[src/rtl/biu_data_mem.sv]
// Data memory behind the BIU bus: one access per request pulse with WAIT_STATES
// wait cycles. Define BIU_MEM_WRITE_PROTECT_EN to block writes at PROT_BASE and above.
module biu_data_mem #(
    parameter int         DEPTH       = 64,
    parameter int         WAIT_STATES = 1,
    parameter logic [7:0] PROT_BASE   = 8'hC0
) (
    input  logic       clk,
    input  logic       reset,
    input  logic       i_req,
    input  logic [7:0] i_Address_Data_Bus,
    input  logic [7:0] i_DataOut_Bus,
    input  logic       W_R,
    output logic [7:0] o_DataIn_Bus,
    output logic       o_ready,
    output logic       o_busy,
    output logic       o_addr_err,
    output logic       o_overrun
);

    localparam int         AW = (DEPTH > 1) ? $clog2(DEPTH) : 1;
    localparam logic [3:0] WS = 4'(WAIT_STATES);

    typedef enum logic [1:0] {
        S_IDLE,
        S_WAIT,
        S_ACCESS,
        S_DONE
    } state_t;

    state_t      state;
    logic [3:0]  wait_cnt;
    logic [7:0]  addr_reg;
    logic [7:0]  data_reg;
    logic        wr_reg;

    logic [7:0]  mem [DEPTH];

    logic        in_range;
    logic        prot_hit;
    logic        reject;
    logic [AW-1:0] idx;

    // 9-bit compare so DEPTH=256 still covers every 8-bit address
    assign in_range = ({1'b0, addr_reg} < 9'(DEPTH));
    assign idx      = addr_reg[AW-1:0];

`ifdef BIU_MEM_WRITE_PROTECT_EN
    assign prot_hit = wr_reg && (addr_reg >= PROT_BASE);
`else
    logic unused_prot;
    assign unused_prot = ^PROT_BASE;
    assign prot_hit    = 1'b0;
`endif

    assign reject = !in_range || prot_hit;

    // Memory contents survive reset; a reset forces IDLE so no write can slip through.
    always_ff @(posedge clk) begin
        if (state == S_ACCESS && wr_reg && !reject) begin
            mem[idx] <= data_reg;
        end
    end

    always_ff @(posedge clk or negedge reset) begin
        if (!reset) begin
            state        <= S_IDLE;
            wait_cnt     <= 4'd0;
            addr_reg     <= 8'h00;
            data_reg     <= 8'h00;
            wr_reg       <= 1'b0;
            o_DataIn_Bus <= 8'h00;
            o_ready      <= 1'b0;
            o_busy       <= 1'b0;
            o_addr_err   <= 1'b0;
            o_overrun    <= 1'b0;
        end else begin
            o_ready    <= 1'b0;
            o_addr_err <= 1'b0;
            o_overrun  <= i_req && (state != S_IDLE);
            case (state)
                S_IDLE: begin
                    if (i_req) begin
                        addr_reg <= i_Address_Data_Bus;
                        data_reg <= i_DataOut_Bus;
                        wr_reg   <= W_R;
                        wait_cnt <= WS;
                        o_busy   <= 1'b1;
                        state    <= (WS == 4'd0) ? S_ACCESS : S_WAIT;
                    end
                end
                S_WAIT: begin
                    wait_cnt <= wait_cnt - 4'd1;
                    if (wait_cnt == 4'd1) begin
                        state <= S_ACCESS;
                    end
                end
                S_ACCESS: begin
                    state      <= S_DONE;
                    o_ready    <= 1'b1;
                    o_addr_err <= reject;
                    if (!wr_reg) begin
                        o_DataIn_Bus <= in_range ? mem[idx] : 8'hFF;
                    end
                end
                S_DONE: begin
                    state  <= S_IDLE;
                    o_busy <= 1'b0;
                end
                default: begin
                    state  <= S_IDLE;
                    o_busy <= 1'b0;
                end
            endcase
        end
    end

endmodule

[config.mk]
export PLATFORM = sky130hd
export DESIGN_NAME = biu_data_mem
export DESIGN_NICKNAME = d
export VERILOG_FILES = /design/src/rtl/biu_data_mem.sv
export SDC_FILE = /design/constraint.sdc
export NUM_CORES = 1
export LEC_CHECK = 0
export CAP_MARGIN = 5
export CELL_PAD_IN_SITES_DETAIL_PLACEMENT = 1
export CELL_PAD_IN_SITES_GLOBAL_PLACEMENT = 1
export CORE_AREA = 8 8 188 279
export CTS_CLUSTER_DIAMETER = 60
export DETAILED_ROUTE_END_ITERATION = 8
export DIE_AREA = 0 0 196 287
export GPL_TIMING_DRIVEN = 0
export PLACE_DENSITY_LB_ADDON = 0.1
export SLEW_MARGIN = 0
export SYNTH_ARGS = -nofsm -noshare
export SYNTH_HDL_FRONTEND = slang
export SYNTH_SLANG_ARGS = --single-unit
[constraint.sdc]
create_clock -name clk -period 2.6 [get_ports clk]
set_input_delay 0.52 -clock clk [delete_from_list [all_inputs] [get_ports clk]]
set_output_delay 0.52 -clock clk [all_outputs]
set_load 0.03 [all_outputs]
==> run_summary.xml, run 1 <==
<?xml version="1.0" encoding="UTF-8"?>
<metrics>
  <group name="floorplan">
    <metric name="fp.dieArea" unit="mm^2">0.0563</metric>
    <metric name="fp-row-count" unit="">99</metric>
    <metric name="top_level_ports" unit="">32</metric>
    <metric name="die_w" unit="um">196</metric>
    <metric name="floorplan.initialDensity" unit="%">44.3</metric>
    <metric name="die_height" unit="um">287</metric>
    <metric name="core" unit="mm^2">0.0483</metric>
  </group>
  <group name="power_and_ir_drop">
    <metric name="power_leakage" unit="nW">8.83</metric>
    <metric name="total_power" unit="mW">31.9</metric>
    <metric name="worst_ir_drop_vdd" unit="mV">0.766</metric>
    <metric name="power-per-cell-area" unit="mW/mm^2">1180</metric>
  </group>
  <group name="timing">
    <metric name="post-route-min-period" unit="ns">2.70</metric>
    <metric name="setup_violations" unit="">4</metric>
    <metric name="fmax" unit="MHz">370</metric>
    <metric name="clock-skew-final" unit="ns">0.0172</metric>
    <metric name="tightestPinTransition" unit="ns">1.12</metric>
    <metric name="fin_ws" unit="ns">-0.101</metric>
    <metric name="rsz_0062_raised_after_global_routing" unit="">yes</metric>
    <metric name="slew_headroom" unit="%">25.5</metric>
    <metric name="post-route-period-util" unit="%">104</metric>
    <metric name="finalMaxSlewViolations" unit="">0</metric>
    <metric name="report.final.hold_viol_count" unit="">0</metric>
  </group>
  <group name="hold_path">
    <metric name="min-delay-path-class" unit="">in -&gt; async</metric>
  </group>
  <group name="worst_setup_path">
    <metric name="cell_breakdown_of_the_critical_path" unit="">clkbuf_1 -&gt; nor3b_2 -&gt; a22oi_1 -&gt; o21ai_2 -&gt; a221oi_4 -&gt; a21oi_1</metric>
    <metric name="critPathCapture" unit="">o_DataIn_Bus[2]</metric>
    <metric name="sort_of_element_at_the_start_of_the_critical_path" unit="">flip-flop</metric>
    <metric name="regToRegStartpoint" unit="">addr_reg[3]</metric>
    <metric name="path_class" unit="">reg -&gt; reg</metric>
    <metric name="worst_setup_ep_type" unit="">flip-flop</metric>
    <metric name="rrSetupSlack" unit="ns">-0.10</metric>
    <metric name="crit_arrival" unit="ns">3.20</metric>
    <metric name="critical-path-slowest-cell" unit="">nor3b_2</metric>
    <metric name="crit_cells" unit="">6</metric>
    <metric name="r2r_endpoint" unit="">o_DataIn_Bus[2]</metric>
    <metric name="worstPathBufferInverterCount" unit="">1</metric>
    <metric name="worstPathMaxFanout" unit="">10</metric>
    <metric name="crit_start" unit="">addr_reg[3]</metric>
    <metric name="cp_data_required_time" unit="ns">3.10</metric>
    <metric name="cp_slowest_stage_delay" unit="ns">0.97</metric>
    <metric name="reg2regPathDepth" unit="">6</metric>
    <metric name="critical-path-top-delay-family" unit="">simple AND/OR/NAND/NOR gates</metric>
  </group>
  <group name="yosys">
    <metric name="cell_type_with_the_largest_total_area_after_synthesis" unit="">edfxtp_1</metric>
    <metric name="post_synth_instance_area" unit="mm^2">0.0214</metric>
    <metric name="synth_edf_count" unit="">512</metric>
    <metric name="synth.ff_latch_count" unit="">547</metric>
    <metric name="synthesis.nets" unit="">1243</metric>
    <metric name="synthDominantCellAreaShare" unit="%">71.8</metric>
    <metric name="yosysWarnings" unit="">0</metric>
    <metric name="ys_types" unit="">53</metric>
    <metric name="synth.most_common_cell" unit="">edfxtp_1</metric>
    <metric name="synth_common_cells" unit="">512 x edfxtp_1, 106 x nor2_1, 82 x mux2i_1</metric>
    <metric name="synth_area_leaders" unit="">edfxtp_1 72%, mux4_2 4.4%, dfrtp_1 4.1%</metric>
    <metric name="synthCells" unit="">1217</metric>
    <metric name="synth-seq-area-share" unit="%">75.9</metric>
    <metric name="avgSynthCellArea" unit="um^2">17.6</metric>
    <metric name="postSynth.topFlopCell" unit="">edfxtp_1</metric>
    <metric name="synth-async-reset-ratio" unit="%">6.40</metric>
  </group>
  <group name="clock_tree">
    <metric name="ctsRootBufferMaster" unit="">clkbuf_16</metric>
    <metric name="cts_tree" unit="">built</metric>
    <metric name="cts.htree.levels" unit="">2</metric>
    <metric name="clkSinkCount" unit="">547</metric>
    <metric name="cts_buffers" unit="">52</metric>
    <metric name="insertion_delay" unit="ns">0.58</metric>
    <metric name="worst_path_clk_slew" unit="ns">0.07</metric>
    <metric name="clock_tree.buffer_depth" unit="">3</metric>
  </group>
  <group name="global_routing">
    <metric name="grt_pass1_vias" unit="">13700</metric>
    <metric name="largest_net_degree_at_the_start_of_global_routing" unit="">41</metric>
    <metric name="grt_first_pass_wirelength" unit="um">106000</metric>
    <metric name="track_usage" unit="%">27.1</metric>
    <metric name="number_of_antenna_violations_at_the_first_check_in_global_routing" unit="">0</metric>
    <metric name="grt_remaining_overflow" unit="">0</metric>
  </group>
  <group name="drt">
    <metric name="drt-total-wl" unit="um">76300</metric>
    <metric name="drcViolationCount" unit="">0</metric>
    <metric name="drt_iter0_drc" unit="">1445</metric>
    <metric name="first_pass_iters" unit="">5</metric>
    <metric name="final_antenna_net_count" unit="">0</metric>
    <metric name="num_vias" unit="">13100</metric>
    <metric name="vias_per_cell" unit="">6.37</metric>
    <metric name="routed_wire_length_per_instance" unit="um">37.2</metric>
  </group>
  <group name="finish">
    <metric name="instances_no_fill" unit="">2052</metric>
    <metric name="drive_above_1_share" unit="%">32.0</metric>
    <metric name="num-fill-cells" unit="">4323</metric>
    <metric name="n_antenna_cell" unit="">0</metric>
    <metric name="finish.utilization" unit="%">56.0</metric>
    <metric name="layout.nets" unit="">1434</metric>
    <metric name="largest_register" unit="">mem</metric>
    <metric name="area.growth.synth_to_final" unit="%">26.2</metric>
    <metric name="flip_flop_count_of_the_largest_register_all_copies_and_words_added" unit="">512</metric>
  </group>
  <group name="status">
    <metric name="status" unit="">complete, but fails checks</metric>
    <metric name="violations" unit="">setup timing</metric>
  </group>
  <group name="placement">
    <metric name="hpwlAfterDp" unit="um">48700</metric>
    <metric name="placed_cells_incl_taps" unit="">1863</metric>
    <metric name="io_buffer_count" unit="">31</metric>
    <metric name="global_placement_routability_congestion" unit="">0.922</metric>
  </group>
  <group name="flow_run">
    <metric name="max-cap-violations" unit="">0</metric>
  </group>
</metrics>
cell type report:
type	count	area (um^2)	share of cell area, %
clock inverters	31	294	1.09
flip-flops and latches	547	16300	60.2
multi-input cells	587	5660	20.9
clock buffers	61	1360	5.02
inverters	6	26.3	0.0972
repair buffers	140	1880	6.96
well taps	606	758	2.81
plain buffers	74	793	2.93
routing by layer:
| metal | GRT usage, % | wire length (um) | up-vias | part of all wire (%) |
|---|---|---|---|---|
| met4 | 17.0 | 5060 | 0 | 6.6 |
| met2 | 45.4 | 37700 | 692 | 49 |
| met3 | 5.00 | 5730 | 215 | 7.5 |
| li1 | - | - | 5308 | - |
| met5 | 0 | 0 | - | 0 |
| met1 | 32.0 | 27800 | 6856 | 36 |
per-stage QoR:
| stage | setup TNS, ns | hold slack, ns | instance area, um^2 | setup WS (ns) |
|---|---|---|---|---|
| after CTS | -0.0325 | 0.0662 | 26800 | -0.00594 |
| after global routing | -0.147 | 0.124 | 27000 | -0.0467 |
| after global placement | -769.19 | 0.492 | 22500 | -2.02 |
| after detailed placement | -774.61 | 0.502 | 22700 | -1.99 |
| final | -0.108 | 0.0625 | 27000 | -0.101 |
| after floorplan | 0 | 0.224 | 21400 | 0.161 |
report_power, final:
group	internal, mW	total, mW	leakage (nW)	switching (mW)
registers	11.2	12.1	5.00	0.926
logic	4.16	12.3	3.02	8.09
clock network	4.30	7.53	0.809	3.23
total	19.6	31.9	8.83	12.2
cells by family after synthesis:
logic type               synth area share (%)
AO/OA/AOI/OAI                            7.82
multiplexers                             10.1
buffers and inverters                    1.89
AND/OR/NAND/NOR                          3.98
flip-flops                               75.9
adder cells (fa/ha/maj)                 0.350
cell usage in the layout (no fill, tap or decap), types with 6 or more instances in the layout:
cell / n
a22o_1: 19
clkbuf_1: 16
buf_6: 16
a21oi_1: 29
dfrtp_2: 10
buf_4: 54
mux2i_1: 73
nand3_1: 8
nor3_1: 6
clkdlybuf4s50_1: 30
buf_12: 68
edfxtp_1: 512
clkinv_2: 9
clkbuf_2: 15
nor2_1: 39
nor2b_1: 8
o21ai_0: 24
o32a_1: 6
bufinv_16: 6
a31oi_1: 9
a221oi_1: 43
mux2i_4: 6
dfrtp_1: 25
o22ai_1: 17
clkbuf_16: 53
nand2_1: 16
clkinv_1: 14
o21ai_2: 12
a22oi_1: 32
nor2_4: 66
mux2_2: 35
buf_8: 9
mux4_2: 42
repair_timing:
action / CTS / global route
resized for setup: 332 / 43
hold buffers: 0 / 0
hold endpoints to repair: 0 / 0
setup buffers: 94 / 6
endpoints found under the setup margin: 523 / 264
gates cloned: 0 / 0
pin swaps: 65 / 6
how the worst min path moves through the flow:
stage,end,cells past startpoint
6_report,data_reg[4],1
5_1_grt,data_reg[4],1
4_1_cts,data_reg[4],1
3_5_place_dp,addr_reg[7],1
3_3_place_gp,addr_reg[6],1
2_1_floorplan,addr_reg[0],0
worst reg2reg max path, stage by stage, from the launching register on:
cell	delay, ns
dfrtp_1	0.47
clkbuf_1	0.29
nor3b_2	0.97
a22oi_1	0.19
o21ai_2	0.44
a221oi_4	0.10
a21oi_1	0.18
Power figures use the tool's default switching activity.
==> inputs of run 2 (changes only) <==
Settings changed: CORE_AREA 8 8 188 279 to 8 8 180 268, DIE_AREA 0 0 196 287 to 0 0 188 276.
Clock period 2.6 ns to 2.46 ns, I/O delays scaled along.
==> run_summary.xml, run 2 (synthesized netlist as in run 1, its figures left out) <==
<?xml version="1.0" encoding="UTF-8"?>
<metrics>
  <group name="status">
    <metric name="status" unit="">complete, but fails checks</metric>
    <metric name="violations" unit="">setup timing</metric>
  </group>
  <group name="drt">
    <metric name="drt_iter0_drc" unit="">1800</metric>
    <metric name="vias_per_cell" unit="">6.74</metric>
    <metric name="drt-total-wl" unit="um">81600</metric>
    <metric name="num_vias" unit="">14000</metric>
    <metric name="final_antenna_net_count" unit="">0</metric>
    <metric name="routed_wire_length_per_instance" unit="um">39.3</metric>
    <metric name="first_pass_iters" unit="">5</metric>
    <metric name="drcViolationCount" unit="">0</metric>
  </group>
  <group name="finish">
    <metric name="area.growth.synth_to_final" unit="%">30.4</metric>
    <metric name="num-fill-cells" unit="">3757</metric>
    <metric name="postLayoutCellArea" unit="mm^2">0.0279</metric>
    <metric name="final_common_cell" unit="">edfxtp_1</metric>
    <metric name="largest_register" unit="">mem</metric>
    <metric name="drive_above_1_share" unit="%">37.3</metric>
    <metric name="finish.utilization" unit="%">63.0</metric>
    <metric name="flip_flop_count_of_the_largest_register_all_copies_and_words_added" unit="">512</metric>
    <metric name="layout.nets" unit="">1480</metric>
    <metric name="n_antenna_cell" unit="">0</metric>
    <metric name="commonest_cells_after_routing_fill_and_taps_aside" unit="">512 x edfxtp_1, 87 x buf_4, 76 x buf_12</metric>
  </group>
  <group name="worst_setup_path">
    <metric name="crit_cells" unit="">8</metric>
    <metric name="rrSetupSlack" unit="ns">-0.11</metric>
    <metric name="worstPathBufferInverterCount" unit="">2</metric>
    <metric name="crit_arrival" unit="ns">3.07</metric>
    <metric name="worst_setup_ep_type" unit="">flip-flop</metric>
    <metric name="cell_breakdown_of_the_critical_path" unit="">buf_12 -&gt; buf_16 -&gt; mux2_2 -&gt; a221oi_2 -&gt; nor2_1 -&gt; a311oi_2 -&gt; o22ai_1 -&gt; o32a_1</metric>
    <metric name="crit_start" unit="">addr_reg[1]</metric>
    <metric name="reg2regPathDepth" unit="">8</metric>
    <metric name="cp_slowest_stage_delay" unit="ns">0.42</metric>
    <metric name="worstPathMaxFanout" unit="">10</metric>
    <metric name="regToRegStartpoint" unit="">addr_reg[1]</metric>
    <metric name="critPathCapture" unit="">o_DataIn_Bus[3]</metric>
    <metric name="cp_data_required_time" unit="ns">2.96</metric>
    <metric name="path_class" unit="">reg -&gt; reg</metric>
    <metric name="critical-path-slowest-cell" unit="">dfrtp_2</metric>
    <metric name="critical-path-top-delay-family" unit="">compound AO/OA/AOI/OAI gates</metric>
    <metric name="r2r_endpoint" unit="">o_DataIn_Bus[3]</metric>
    <metric name="sort_of_element_at_the_start_of_the_critical_path" unit="">flip-flop</metric>
  </group>
  <group name="clock_tree">
    <metric name="cts.htree.levels" unit="">2</metric>
    <metric name="cts_tree" unit="">built</metric>
    <metric name="insertion_delay" unit="ns">0.61</metric>
    <metric name="clock_tree.buffer_depth" unit="">3</metric>
    <metric name="worst_path_clk_slew" unit="ns">0.07</metric>
    <metric name="cts_buffers" unit="">52</metric>
    <metric name="cts.hold.buffers_added" unit="">0</metric>
    <metric name="clkSinkCount" unit="">547</metric>
    <metric name="ctsRootBufferMaster" unit="">clkbuf_16</metric>
  </group>
  <group name="hold_path">
    <metric name="min-delay-path-class" unit="">in -&gt; async</metric>
  </group>
  <group name="timing">
    <metric name="post-route-period-util" unit="%">105</metric>
    <metric name="slew_headroom" unit="%">22.3</metric>
    <metric name="setup_violations" unit="">6</metric>
    <metric name="post-route-min-period" unit="ns">2.57</metric>
    <metric name="fin_ws" unit="ns">-0.113</metric>
    <metric name="rsz_0062_raised_after_global_routing" unit="">yes</metric>
    <metric name="clock-skew-final" unit="ns">0.0416</metric>
    <metric name="finalMaxSlewViolations" unit="">0</metric>
    <metric name="tightestPinTransition" unit="ns">1.16</metric>
    <metric name="fmax" unit="MHz">389</metric>
    <metric name="report.final.hold_viol_count" unit="">0</metric>
  </group>
  <group name="global_routing">
    <metric name="grt_remaining_overflow" unit="">0</metric>
    <metric name="grt_first_pass_wirelength" unit="um">112000</metric>
    <metric name="largest_net_degree_at_the_start_of_global_routing" unit="">51</metric>
    <metric name="grt_pass1_vias" unit="">14400</metric>
    <metric name="number_of_antenna_violations_at_the_first_check_in_global_routing" unit="">1</metric>
    <metric name="track_usage" unit="%">30.5</metric>
  </group>
  <group name="flow_run">
    <metric name="max-cap-violations" unit="">0</metric>
  </group>
  <group name="floorplan">
    <metric name="die_height" unit="um">276</metric>
    <metric name="top_level_ports" unit="">32</metric>
    <metric name="fp.dieArea" unit="mm^2">0.0519</metric>
    <metric name="die_w" unit="um">188</metric>
    <metric name="fp-row-count" unit="">95</metric>
    <metric name="core" unit="mm^2">0.0443</metric>
    <metric name="floorplan.initialDensity" unit="%">48.3</metric>
  </group>
  <group name="power_and_ir_drop">
    <metric name="power-per-cell-area" unit="mW/mm^2">1280</metric>
    <metric name="total_power" unit="mW">35.9</metric>
    <metric name="worst_ir_drop_vdd" unit="mV">0.646</metric>
    <metric name="power_leakage" unit="nW">9.25</metric>
  </group>
  <group name="placement">
    <metric name="io_buffer_count" unit="">31</metric>
    <metric name="area_after_detailed_placement" unit="mm^2">0.0226</metric>
    <metric name="hpwlAfterDp" unit="um">47900</metric>
    <metric name="dp_worst_setup_slack" unit="ns">-1.97</metric>
    <metric name="global_placement_routability_congestion" unit="">0.951</metric>
  </group>
</metrics>
-- run 2: area by class of cell --
cell class / instances / area, um^2 / share of cell area (%)
flip-flops and latches: 547 / 16300 / 58.2
clock inverters: 34 / 288 / 1.03
well taps: 582 / 728 / 2.61
clock buffers: 62 / 1380 / 4.94
repair buffers: 187 / 2320 / 8.32
inverters: 6 / 30.0 / 0.108
plain buffers: 73 / 983 / 3.52
multi-input cells: 587 / 5930 / 21.2
-- run 2: power breakdown --
| part | switching (mW) | internal [mW] |
|---|---|---|
| Sequential | 0.900 | 11.8 |
| Combinational | 9.46 | 5.62 |
| Clock | 3.60 | 4.52 |
-- run 2: metal layers --
metal,vias to the layer above,part of all wire [%],routed length (um),global-route usage (%)
met5,-,0.016,13,0
met4,2,8.6,7020,21.6
met3,295,9.3,7600,5.95
met2,987,48,38900,49.3
met1,7301,34,28100,36.3
li1,5412,-,-,-
-- run 2: how the worst min path moves through the flow --
stage	start	endpoint
after CTS	reset	o_DataIn_Bus[5]
after floorplan	reset	addr_reg[0]
after global placement	addr_reg[7]	addr_reg[7]
after detailed placement	addr_reg[7]	addr_reg[7]
after global routing	reset	o_overrun
final	reset	o_overrun
-- run 2: what timing repair did --
action / in CTS / in global routing
gates cloned: 3 / 0
buffers inserted: 122 / 22
resized for setup: 400 / 89
pin swaps: 80 / 21
endpoints found under the setup margin: 527 / 397
-- run 2: through the flow --
step	hold slack [ns]	TNS, ns	cells
2_1_floorplan	0.196	0	1217
3_3_place_gp	0.488	-802.10	1830
3_5_place_dp	0.497	-798.01	1839
4_1_cts	0.0370	-0.0133	2056
5_1_grt	0.0866	-0.315	2078
6_report	0.0200	-0.380	2078
